## src/rtl/speck_serial_add.sv

```systemverilog
// Bit-serial SPECK modular adder: sum = ROR(x, ALPHA) + y, one bit per clock,
// LSB first, through a single AOIG full-adder cell.

module speck_aoig_fa (
  input  logic a,
  input  logic b,
  input  logic cin,
  output logic sum,
  output logic cout
);
  logic cout_n;

  // Carry built as an and-or-invert of the majority terms, then restored.
  assign cout_n = ~((a & b) | (cin & (a | b)));
  assign cout   = ~cout_n;
  assign sum    = a ^ b ^ cin;
endmodule

module speck_serial_add #(
  parameter int WIDTH = 16,
  parameter int ALPHA = 7
) (
  input  logic             clk,
  input  logic             rst,
  input  logic             in_valid,
  output logic             in_ready,
  input  logic [WIDTH-1:0] x_in,
  input  logic [WIDTH-1:0] y_in,
  output logic             out_valid,
  input  logic             out_ready,
  output logic [WIDTH-1:0] sum_out,
  output logic             carry_out
);
  localparam int CNT_W = $clog2(WIDTH);
  localparam logic [CNT_W-1:0] LAST_BIT = CNT_W'(WIDTH - 1);

  typedef enum logic [1:0] {
    IDLE = 2'd0,
    RUN  = 2'd1,
    DONE = 2'd2
  } state_t;

  state_t           state;
  logic [WIDTH-1:0] a_sr;
  logic [WIDTH-1:0] b_sr;
  logic [WIDTH-1:0] res_q;
  logic             carry_q;
  logic [CNT_W-1:0] cnt;
  logic             fa_sum;
  logic             fa_cout;

  function automatic logic [WIDTH-1:0] ror_alpha(input logic [WIDTH-1:0] v);
    return (v >> ALPHA) | (v << (WIDTH - ALPHA));
  endfunction

  speck_aoig_fa u_fa (
    .a   (a_sr[0]),
    .b   (b_sr[0]),
    .cin (carry_q),
    .sum (fa_sum),
    .cout(fa_cout)
  );

  always_ff @(posedge clk) begin
    if (rst) begin
      state     <= IDLE;
      in_ready  <= 1'b1;
      out_valid <= 1'b0;
      a_sr      <= '0;
      b_sr      <= '0;
      res_q     <= '0;
      carry_q   <= 1'b0;
      cnt       <= '0;
    end else begin
      case (state)
        IDLE: begin
          if (in_valid) begin
            a_sr     <= ror_alpha(x_in);
            b_sr     <= y_in;
            carry_q  <= 1'b0;
            cnt      <= '0;
            in_ready <= 1'b0;
            state    <= RUN;
          end
        end
        RUN: begin
          // Sum bits enter at the MSB so bit 0 lands at res_q[0] after WIDTH shifts.
          res_q   <= {fa_sum, res_q[WIDTH-1:1]};
          carry_q <= fa_cout;
          a_sr    <= a_sr >> 1;
          b_sr    <= b_sr >> 1;
          if (cnt == LAST_BIT) begin
            out_valid <= 1'b1;
            state     <= DONE;
          end else begin
            cnt <= cnt + 1'b1;
          end
        end
        DONE: begin
          if (out_ready) begin
            out_valid <= 1'b0;
            in_ready  <= 1'b1;
            state     <= IDLE;
          end
        end
        default: begin
          out_valid <= 1'b0;
          in_ready  <= 1'b1;
          state     <= IDLE;
        end
      endcase
    end
  end

  assign sum_out   = out_valid ? res_q : '0;
  assign carry_out = out_valid & carry_q;
endmodule

```

## config.mk

```make
export PLATFORM = sky130hd
export DESIGN_NAME = speck_serial_add
export DESIGN_NICKNAME = d
export VERILOG_FILES = /design/src/rtl/speck_serial_add.sv
export SDC_FILE = /design/constraint.sdc
export NUM_CORES = 1
export LEC_CHECK = 0
export CAP_MARGIN = 25
export CORE_ASPECT_RATIO = 0.7
export CORE_MARGIN = 4
export CORE_UTILIZATION = 40
export CTS_CLUSTER_DIAMETER = 80
export CTS_CLUSTER_SIZE = 40
export DETAILED_ROUTE_END_ITERATION = 10
export PLACE_DENSITY = 0.72
export SYNTH_ARGS = -nofsm -noshare
export SYNTH_HDL_FRONTEND = slang
export SYNTH_SLANG_ARGS = --single-unit
```

## constraint.sdc

```tcl
create_clock -name clk -period 2.6 [get_ports clk]
set_input_delay 0.26 -clock clk [delete_from_list [all_inputs] [get_ports clk]]
set_output_delay 0.26 -clock clk [all_outputs]
set_load 0.05 [all_outputs]
```

==> impl_metrics.sql <==
INSERT INTO impl_metrics (metric_group, metric, value, unit) VALUES
('floorplanning', 'core', '5870', 'µm²'),
('logic_synthesis', 'synthFlopType', 'dfxtp_1', ''),
('layout', 'layout.area.seq', '1140', 'µm²'),
('timing', 'worst_pin_slew', '553', 'ps'),
('route', 'drt_drc_violations_left', '0', ''),
('timing', 'report.final.setup_viol', '0', ''),
('critical_path', 'crit_path_start_kind', 'flip-flop', ''),
('route', 'postRouteWirelength', '5500', 'µm'),
('floorplanning', 'row_count', '23', ''),
('route', 'dr.pass1.iters', '4', ''),
('clock_tree', 'clk_slew_on_worst_s_h_paths', '60', 'ps'),
('clock_tree', 'htree_levels', '3', ''),
('floorplanning', 'floorplan.initialDensity', '42.1', '%'),
('outcome', 'status', 'completed', ''),
('layout', 'final_cell_count_no_fill', '435', ''),
('route', 'drt-initial-drc-count', '78', ''),
('logic_synthesis', 'yosys_warnings', '0', ''),
('timing', 'timing.final.crit_share', '84.6', '%'),
('worst_hold_path', 'worst_hold_path_type', 'in -> reg', ''),
('layout', 'antenna_cells_inserted', '0', ''),
('logic_synthesis', 'synthesis.nets', '347', ''),
('critical_path', 'path_class', 'reg -> out', ''),
('logic_synthesis', 'synthesis.area', '2470', 'µm²'),
('clock_tree', 'cts_num_sinks', '57', ''),
('clock_tree', 'cts_hold_buf', '0', ''),
('layout', 'most_common_cell_after_layout_fill_and_taps_aside', 'nand2_1', ''),
('global_routing', 'globalRoute.busiestLayer', 'met2', ''),
('route', 'route.detailed.wl_per_inst', '12.6', 'µm'),
('critical_path', 'cp_slowest_stage_delay', '810', 'ps'),
('critical_path', 'cpMaxStageDelayCell', 'clkdlybuf4s50_1', ''),
('global_routing', 'grtUsageMet2', '24.9', '%'),
('floorplanning', 'fp.dieW', '102', 'µm'),
('layout', 'final.fill_count', '570', ''),
('global_routing', 'grt_pass1_vias', '2028', ''),
('placed_design', 'placed_cell_area', '3040', 'µm²'),
('route', 'detailroute.via_count', '2225', ''),
('clock_tree', 'root_buffer', 'clkbuf_8', ''),
('critical_path', 'critPathRequiredTime', '2340', 'ps'),
('layout', 'layout-area-overhead-vs-synth', '32.2', '%'),
('global_routing', 'met3_track_demand_over_resource_in_global_routing', '5.60', '%'),
('logic_synthesis', 'synth_enable_flop_cells', '0', ''),
('clock_tree', 'ctsResizeCount', '0', ''),
('logic_synthesis', 'post_synth.cell_area_avg', '8.01', 'µm²'),
('pwr', 'irDropWorstVdd', '0.332', 'mV'),
('clock_tree', 'postCtsSetupBuffers', '0', ''),
('layout', 'multi_input_area', '1190', 'µm²'),
('layout', 'fin_nets', '393', ''),
('clock_tree', 'cts_made_buffers', '9', ''),
('global_routing', 'grt_first_pass_wirelength', '9250', 'µm'),
('global_routing', 'use_met1', '19.6', '%'),
('flow_run', 'timing.max_cap.violations', '0', ''),
('logic_synthesis', 'post_synth_inst_count', '309', ''),
('pwr', 'p_leak', '1.22', 'nW'),
('clock_tree', 'tritoncts', 'done', ''),
('floorplanning', 'die_height', '73.8', 'µm'),
('critical_path', 'timing.critical_path.to_type', 'output port', ''),
('floorplanning', 'fp.dieArea', '7530', 'µm²'),
('logic_synthesis', 'ys_seq_elements', '57', ''),
('global_routing', 'grtUsageTotal', '15.6', '%'),
('timing', 'final_hold_viol_count', '0', ''),
('route', 'vias_per_cell', '5.11', ''),
('layout', 'most-common-layout-cells', 'nand2_1, dfxtp_1, clkdlybuf4s50_1', ''),
('timing', 'timing.slew.headroom', '63.1', '%'),
('logic_synthesis', 'netlist-cell-type-count', '33', ''),
('logic_synthesis', 'synthArstFlopShare', '0', '%'),
('global_routing', 'globalRouteOverflowTotal', '0', ''),
('route', 'route.antenna.remaining_nets', '0', ''),
('timing', 'skew', '6.29', 'ps'),
('pwr', 'power_density_over_the_cells', '654', 'nW/µm²'),
('clock_tree', 'ctsLongestPathBuffers', '2', ''),
('timing', 'rsz_0062_raised_after_global_routing', 'false', '');
[state kept, by name, summed over array words and instances, names as in the netlist]
register   count
out_valid      1
res_q         16
state          2
a_sr          16
in_ready       1
carry_q        1
cnt            4
b_sr          16
[layer usage]
| metal | vias up | wire length, µm | part of all wire, % |
|---|---|---|---|
| met4 | 0 | 85 | 1.5 |
| met2 | 58 | 2400 | 44 |
| met3 | 10 | 364 | 6.6 |
| li1 | 1151 | - | - |
| met1 | 1006 | 2650 | 48 |
| met5 | - | 0 | 0 |
[report_power, final]
part	internal, W	leakage (nW)	switching [W]	total (W)
clock	0.000588	0.115	0.000357	0.000945
combinational	0.000115	0.641	0.000129	0.000243
sequential	0.000923	0.468	0.0000276	0.000951
total	0.00163	1.22	0.000513	0.00214
[layout make-up]
cell class / count / area share (%)
well taps: 75 / 2.87
clock inverters: 5 / 2.37
repair buffers: 61 / 18.4
flip-flops and latches: 57 / 34.9
multi-input cells: 223 / 36.5
clock buffers: 11 / 4.63
inverters: 3 / 0.344
[cells by family after synthesis]
| kind of cell | synth area share [%] |
|---|---|
| simple gates | 22.6 |
| flops | 46.1 |
| buf+inv | 6.02 |
| compound gates | 24.0 |
| fa+ha+maj | 1.32 |
[worst paths after layout]
check,from,to,cells past startpoint
worst max-delay path,out_valid$_SDFFE_PP0P_,sum_out[14],2
worst min-delay path,rst,b_sr[15]$_SDFFE_PP0P_,2
worst max register to register,state[0]$_SDFFE_PP0P_,a_sr[0]$_SDFFE_PP0P_,4
worst min register to register,res_q[0]$_SDFFE_PP0P_,res_q[0]$_SDFFE_PP0P_,2
[cells in the mapped netlist (2+ instances only)]
master / n / area, µm²
a211oi_1: 28 / 210
a21oi_1: 51 / 255
a221oi_1: 2 / 17.5
a22oi_1: 2 / 15.0
and2_1: 17 / 106
buf_2: 11 / 55.1
buf_4: 5 / 37.5
clkbuf_1: 8 / 30.0
dfxtp_1: 57 / 1140
inv_1: 3 / 11.3
nand2_1: 62 / 233
nand2b_1: 3 / 18.8
nand3_1: 2 / 10.0
nand4_1: 2 / 12.5
nor2_1: 33 / 124
nor3_1: 3 / 15.0
o21ai_0: 4 / 20.0
[critical path: cells and delay by family, from the launching register on]
kind,cells,cell delay (ps)
AND/OR/NAND/NOR,1,200
buffers and inverters,1,810
flip-flops,1,590
[per-stage QoR]
| step | setup WS [ps] | util [%] | total power [W] |
|---|---|---|---|
| 6_report | 400 | 55.7 | 0.00214 |
| 5_1_grt | 265 | 55.7 | 0.00223 |
| 4_1_cts | 357 | 55.7 | 0.00216 |
| 3_5_place_dp | 730 | 51.8 | 0.00121 |
| 3_3_place_gp | 794 | 51.8 | 0.00121 |
| 2_1_floorplan | 942 | - | 0.00112 |
(Power assumes the default switching activity.)
